$ cat config.mk
export PLATFORM = sky130hd
export DESIGN_NAME = vedio_stream_rx_flat
export DESIGN_NICKNAME = d
export VERILOG_FILES = /design/src/rtl/vedio_stream_rx_if.sv /design/src/rtl/vedio_stream_rx.sv /design/src/flat_wrapper.sv
export SDC_FILE = /design/constraint.sdc
export NUM_CORES = 1
export LEC_CHECK = 0
export CAP_MARGIN = 0
export CORE_MARGIN = 4
export CORE_UTILIZATION = 45
export DETAILED_ROUTE_END_ITERATION = 10
export HOLD_SLACK_MARGIN = 0.03
export PLACE_DENSITY_LB_ADDON = 0.1
export SLEW_MARGIN = 20
export SYNTH_ARGS = -nofsm -noshare
export SYNTH_HDL_FRONTEND = slang
export SYNTH_SLANG_ARGS = --single-unit
$ cat constraint.sdc
create_clock -name clk -period 7.6 [get_ports clk]
set_clock_uncertainty 0.15 [all_clocks]
set_input_delay 0.76 -clock clk [delete_from_list [all_inputs] [get_ports clk]]
set_output_delay 0.76 -clock clk [all_outputs]
set_load 0.02 [all_outputs]
$ cat src/rtl/vedio_stream_rx_if.sv
// Video stream bundle: frame valid, line valid and pixel data.
// The source drives through the master modport, the receiver samples through slave.
interface vedio_stream_rx_if #(
  parameter int DW = 8
);
  logic          vsync;
  logic          hsync;
  logic [DW-1:0] data;

  modport master (output vsync, output hsync, output data);
  modport slave  (input  vsync, input  hsync, input  data);
endinterface

$ cat src/rtl/vedio_stream_rx.sv
// Video stream receiver / link monitor.
// Frames the vsync/hsync/data stream, counts pixels per line and lines per frame,
// checks them against IW/IH, flags hsync protocol violations and sums the pixels of
// each frame. Results of a frame are published together with a one-cycle frame_done
// and held until the next frame closes.
module vedio_stream_rx #(
  parameter int DW     = 8,
  parameter int IW     = 640,
  parameter int IH     = 480,
  parameter int CW     = 32,
  parameter int FCNT_W = 16
) (
  input  logic              clk,
  input  logic              rst_n,
  vedio_stream_rx_if.slave  din,
  output logic              frame_done,
  output logic              frame_ok,
  output logic              err_width,
  output logic              err_height,
  output logic              err_sync,
  output logic [CW-1:0]     chksum,
  output logic [15:0]       line_num,
  output logic [FCNT_W-1:0] frame_cnt
);

  // Pixel counter is one bit wider than needed for IW so over-long lines are still
  // seen as wrong; it saturates instead of wrapping back onto IW.
  localparam int             PW      = $clog2(IW) + 1;
  localparam logic [PW-1:0]  PIX_MAX = '1;
  localparam logic [PW-1:0]  IW_P    = PW'(IW);
  localparam logic [15:0]    IH_L    = 16'(IH);
  localparam logic [15:0]    LINE_MAX = 16'hFFFF;

  typedef enum logic [1:0] {
    S_SYNC  = 2'd0,  // after reset: wait for a frame gap before trusting the stream
    S_WAIT  = 2'd1,  // between frames: working state cleared, waiting for vsync rise
    S_FRAME = 2'd2,  // inside a frame: counting and summing
    S_DONE  = 2'd3   // one cycle: publish results
  } state_t;

  state_t state, state_nxt;

  // Control strobes decoded from the state
  logic clr_work;
  logic run;
  logic publish;

  // Edge detection against the previous-cycle inputs
  logic vs_d, hs_d;
  logic vs_rise, vs_fall, hs_fall;

  // Working state of the frame in progress
  logic [DW-1:0] pix;
  logic [PW-1:0] pix_cnt;
  logic [PW-1:0] pix_next;
  logic [15:0]   line_cnt;
  logic [CW-1:0] acc;
  logic          w_err;
  logic          s_err;
  logic          first_cyc;
  logic          line_close;
  logic          h_err;

  assign pix     = din.data;
  assign vs_rise =  din.vsync & ~vs_d;
  assign vs_fall = ~din.vsync &  vs_d;
  assign hs_fall = ~din.hsync &  hs_d;
  assign h_err   = (line_cnt != IH_L);

  // Previous-cycle copies of the sync inputs, used only for edge detection
  always_ff @(posedge clk or negedge rst_n) begin
    if (!rst_n) begin
      vs_d <= 1'b0;
      hs_d <= 1'b0;
    end else begin
      // NOTE: registers are written with <= so every flop samples the values from
      // before the clock edge; a blocking = here would chain vs_d into later logic
      // within the same edge and simulate differently from the synthesized netlist.
      vs_d <= din.vsync;
      hs_d <= din.hsync;
    end
  end

  // FSM state register
  always_ff @(posedge clk or negedge rst_n) begin
    if (!rst_n) state <= S_SYNC;
    else        state <= state_nxt;
  end

  // FSM next-state logic
  always_comb begin
    // NOTE: every combinational output gets a default before the case so that no
    // path leaves it unassigned; an unassigned path would infer a latch.
    state_nxt = state;
    case (state)
      S_SYNC:  if (!din.vsync) state_nxt = S_WAIT;
      S_WAIT:  if (vs_rise)    state_nxt = S_FRAME;
      S_FRAME: if (vs_fall)    state_nxt = S_DONE;
      S_DONE:                  state_nxt = S_WAIT;
      default:                 state_nxt = S_SYNC;
    endcase
  end

  // FSM output decode: which datapath action happens this cycle
  always_comb begin
    clr_work = 1'b0;
    run      = 1'b0;
    publish  = 1'b0;
    case (state)
      S_WAIT:  clr_work = 1'b1;
      S_FRAME: run      = 1'b1;
      S_DONE:  publish  = 1'b1;
      default: ;
    endcase
  end

  // Pixel count including the current cycle, and whether the open line ends now.
  // A line also ends when vsync falls with hsync still high; that last pixel is
  // sampled like any other and belongs to the closed line.
  always_comb begin
    pix_next = pix_cnt;
    if (din.hsync && (pix_cnt != PIX_MAX)) pix_next = pix_cnt + 1'b1;
    line_close = hs_fall | (vs_fall & din.hsync);
  end

  // Working counters, checksum accumulator and sticky error bits of the current frame
  always_ff @(posedge clk or negedge rst_n) begin
    if (!rst_n) begin
      pix_cnt   <= '0;
      line_cnt  <= '0;
      acc       <= '0;
      w_err     <= 1'b0;
      s_err     <= 1'b0;
      first_cyc <= 1'b0;
    end else if (clr_work) begin
      pix_cnt   <= '0;
      line_cnt  <= '0;
      acc       <= '0;
      w_err     <= 1'b0;
      s_err     <= 1'b0;
      first_cyc <= 1'b1;
    end else if (run) begin
      first_cyc <= 1'b0;
      if (din.hsync) acc <= acc + CW'(pix);
      if (line_close) begin
        pix_cnt <= '0;
        if (line_cnt != LINE_MAX) line_cnt <= line_cnt + 16'd1;
        if (pix_next != IW_P)     w_err    <= 1'b1;
      end else begin
        pix_cnt <= pix_next;
      end
      // hsync already active when the frame opens, or still active when it closes
      if (din.hsync && (first_cyc || vs_fall)) s_err <= 1'b1;
    end
  end

  // Published results: updated only when a frame closes, held otherwise
  always_ff @(posedge clk or negedge rst_n) begin
    if (!rst_n) begin
      frame_done <= 1'b0;
      frame_ok   <= 1'b0;
      err_width  <= 1'b0;
      err_height <= 1'b0;
      err_sync   <= 1'b0;
      chksum     <= '0;
      line_num   <= '0;
      frame_cnt  <= '0;
    end else begin
      frame_done <= publish;
      if (publish) begin
        frame_ok   <= ~(w_err | h_err | s_err);
        err_width  <= w_err;
        err_height <= h_err;
        err_sync   <= s_err;
        chksum     <= acc;
        line_num   <= line_cnt;
        frame_cnt  <= frame_cnt + 1'b1;
      end
    end
  end

endmodule
$ cat src/flat_wrapper.sv
// flat-port wrapper written by rule: the top's interface ports become plain ports
module vedio_stream_rx_flat 
#(
  parameter int DW     = 8,
  parameter int IW     = 640,
  parameter int IH     = 480,
  parameter int CW     = 32,
  parameter int FCNT_W = 16
)
  (clk, rst_n, frame_done, frame_ok, err_width, err_height, err_sync, chksum, line_num, frame_cnt, din_vsync, din_hsync, din_data);
  vedio_stream_rx_if #(.DW(DW)) din_i ();
  input  logic clk;
  input  logic rst_n;
  output logic frame_done;
  output logic frame_ok;
  output logic err_width;
  output logic err_height;
  output logic err_sync;
  output logic [CW-1:0] chksum;
  output logic [15:0] line_num;
  output logic [FCNT_W-1:0] frame_cnt;
  input wire logic [$bits(din_i.vsync)-1:0] din_vsync;
  input wire logic [$bits(din_i.hsync)-1:0] din_hsync;
  input wire logic [$bits(din_i.data)-1:0] din_data;
  assign din_i.vsync = din_vsync;
  assign din_i.hsync = din_hsync;
  assign din_i.data = din_data;
  vedio_stream_rx #(.DW(DW), .IW(IW), .IH(IH), .CW(CW), .FCNT_W(FCNT_W)) u_core (.clk(clk), .rst_n(rst_n), .din(din_i), .frame_done(frame_done), .frame_ok(frame_ok), .err_width(err_width), .err_height(err_height), .err_sync(err_sync), .chksum(chksum), .line_num(line_num), .frame_cnt(frame_cnt));
endmodule
==> reports/summary.txt <==
Hold WC Path Type -> input pin to asynchronous set/reset pin
core footprint -> 0.0140 mm2
Async SR Flop Fraction -> 100%
Skew-Pair Late Insertion Delay -> 0.42 ns
Leak Pwr -> 0.00364 uW
sequential cell area -> 0.00338 mm2
CP Capture Type -> flop
Cells after Synth -> 590
hpwl dp -> 9.19 mm
fillers -> 1173
number of global-route vias before repair -> 4795
Reg2Reg Setup Slack -> 4.34 ns
maximum vdd ir drop -> 0.225 mV
Total Wirelength -> 13.6 mm
synthesized flop and latch total -> 135
fin nets -> 700
WL/cell -> 15.8 um
r2r startpoint -> u_core.state[0]
largest net degree at the start of global routing -> 71
Yosys warning count -> 0
reg2reg path depth -> 5
Power Density -> 331 mW/mm2
commonest non-fill, non-tap cell in the layout -> dfrtp_1
ys flop type -> dfrtp_1
gr ovfl total -> 0
die width -> 128 um
Setup crit start kind -> input pin
area of the multi-input gates -> 0.00295 mm2
Routed Antenna Nets -> 0
CTS Root Buffer Type -> clkbuf_16
# IOs -> 81
Setup Buffers After CTS -> 0
pre-CTS WS -> 3.94 ns
CTS max path bufs -> 2
Post-synth EDFFs -> 0
sequential share of the synthesized area -> 52.1%
status -> complete, no violations
Avg Inst Size Synth -> 11.0 um2
Slowest cell on crit path -> clkdlybuf4s50_1
Setup TNS -> 0 ns
worst endpoint required time -> 7.78 ns
Net Count, Synth -> 620
Slew @ Worst Pin -> 0.894 ns
Slew Viols, Final -> 0
Die ar. -> 0.0164 mm2
most frequent cells in the layout -> 135 x dfrtp_1, 79 x clkdlybuf4s50_1, 51 x mux2_2, 50 x nor2_1, 36 x xor2_1
Clock Pin Slew Worst Setup and Hold Paths -> 0.05 ns
H-tree Lvls -> 4
Post-CTS Resized -> 0
global-route usage over all layers -> 17.4%
antenna violations before repair -> 0
WS Path Type -> input pin to flop
fin crit period -> 3.30 ns
post-synth cell types -> 56
1st-iter DRT viols -> 281
Initial Util -> 46.4%
CP Max Fanout -> 24
Placer Congestion -> 0.891
Area growth, synth to finish -> 23.8%
worst path arrival time -> 3.48 ns
Num CTS Buffers -> 17
slowest stage delay, CP -> 0.98 ns
# port buffers -> 80
layout cells sized above 1 -> 13.6%
Syn Std Cell Area -> 0.00649 mm2
DRC -> 0
clk sink count -> 135
Max-Cap Viols -> 0
Hold Buf Count CTS -> 0
Final Hold Violating Endpoints -> 0
DR vias/cell -> 5.52
antenna cells -> 0
Die Ht -> 128 um
period utilization -> 43.4%
first-pass GRT wire length -> 23.0 mm
cells along the critical path -> clkdlybuf4s50_1 > nor2_1 > and4bb_1 > and4_1 > nand3_2 > or3_1 > a21oi_1
RSZ-0062 raised after global routing -> false
final setup margin -> 4.30 ns
Crit Reg-Reg Endpoint -> u_core.acc[15]
Max-slew headroom -> 40.4%
via count -> 4760
# setup viols final -> 0
row count -> 43
DRT Pass-1 Iters -> 5
CTS tree -> built
fmax -> 303 MHz
## worst max-delay path by stage
stage                           to  cells past startpoint            start
2_1_floorplan       u_core.acc[10]                      9      din_data[0]
3_3_place_gp        u_core.acc[31]                      7        din_hsync
3_5_place_dp        u_core.acc[31]                      7        din_hsync
4_1_cts        u_core.line_cnt[10]                      5  u_core.state[1]
5_1_grt         u_core.line_cnt[9]                      5  u_core.state[0]
6_report            u_core.acc[31]                      7        din_hsync
## registers in the layout, summed over array words and instances (netlist names), 2 cells and up
name              cells
u_core.state          2
u_core.chksum        32
u_core.pix_cnt       11
u_core.line_cnt      16
u_core.frame_cnt     16
u_core.line_num      16
u_core.acc           32
## per-layer routing
| metal | track usage, % | share of wire, % | up-vias |
|---|---|---|---|
| li1 | - | - | 2270 |
| met1 | 22.6 | 46 | 2363 |
| met2 | 28.2 | 48 | 115 |
| met3 | 5.21 | 4.9 | 12 |
| met4 | 5.68 | 1.0 | 0 |
| met5 | 0 | 0 | - |
## Yosys cell counts, types with 3 or more instances
library cell / number / area (um2)
mux2i_1: 4 / 40.0
nor2_1: 51 / 191
xor2_1: 36 / 315
nor4_1: 4 / 25.0
dfrtp_1: 135 / 3380
nand4_1: 21 / 131
and2_1: 6 / 37.5
o21ai_0: 32 / 160
o22ai_1: 4 / 25.0
clkbuf_1: 14 / 52.6
nand3_1: 33 / 165
a21oi_1: 17 / 85.1
a22o_1: 6 / 52.6
nand2_1: 30 / 113
ha_1: 17 / 213
inv_1: 16 / 60.1
or3_1: 5 / 31.3
buf_1: 3 / 11.3
xnor2_1: 17 / 149
a21o_1: 5 / 37.5
mux2_2: 51 / 574
o2bb2ai_1: 4 / 35.0
nor2b_1: 5 / 31.3
nor4b_1: 3 / 26.3
and4_1: 7 / 61.3
buf_2: 4 / 20.0
and3_1: 15 / 93.8
a31oi_1: 5 / 31.3
o31ai_1: 5 / 37.5
nor3_1: 3 / 15.0
## power breakdown
part / switching (uW) / total [uW] / internal, uW
Combinational: 539 / 908 / 369
Clock: 293 / 811 / 519
Sequential: 103 / 936 / 833
## critical path, delay by kind of cell
| kind | cells | cell delay [ns] |
|---|---|---|
| and+or+nand+nor | 5 | 1.57 |
| AOI/OAI and AO/OA | 1 | 0.15 |
| buffers and inverters | 1 | 0.98 |
## per-stage QoR
stage,area (um2),total power (uW),hold slack (ns),std cells,util [%]
after global routing,8030,2820,0.330,863,57.4
after global placement,7450,1840,0.308,831,53.3
after detailed placement,7450,1860,0.310,831,53.3
after floorplan,6490,1550,0.294,590,-
final,8030,2660,0.315,863,57.4
after CTS,8030,2680,0.323,863,57.4
## cell families (layout without fill, tap and decap cells)
group	count (synthesis)	in the layout	synth area share, %
buffers and inverters	41	134	2.58
DFF	135	135	52.1
AOI/OAI and AO/OA	95	95	9.57
muxes	55	55	9.47
adders and majority gates	18	18	3.59
xor gates and xnor gates	53	53	7.16
and+or+nand+nor	193	193	15.5
## layout make-up
| cell class | count | share of cell area, % |
|---|---|---|
| Clock inverter | 11 | 1.62 |
| Multi-Input combinational cell | 414 | 36.7 |
| Inverter | 18 | 0.841 |
| Clock buffer | 21 | 5.61 |
| Timing Repair Buffer | 84 | 10.3 |
| Tap cell | 180 | 2.80 |
| Sequential cell | 135 | 42.1 |
(Power assumes the default switching activity.)
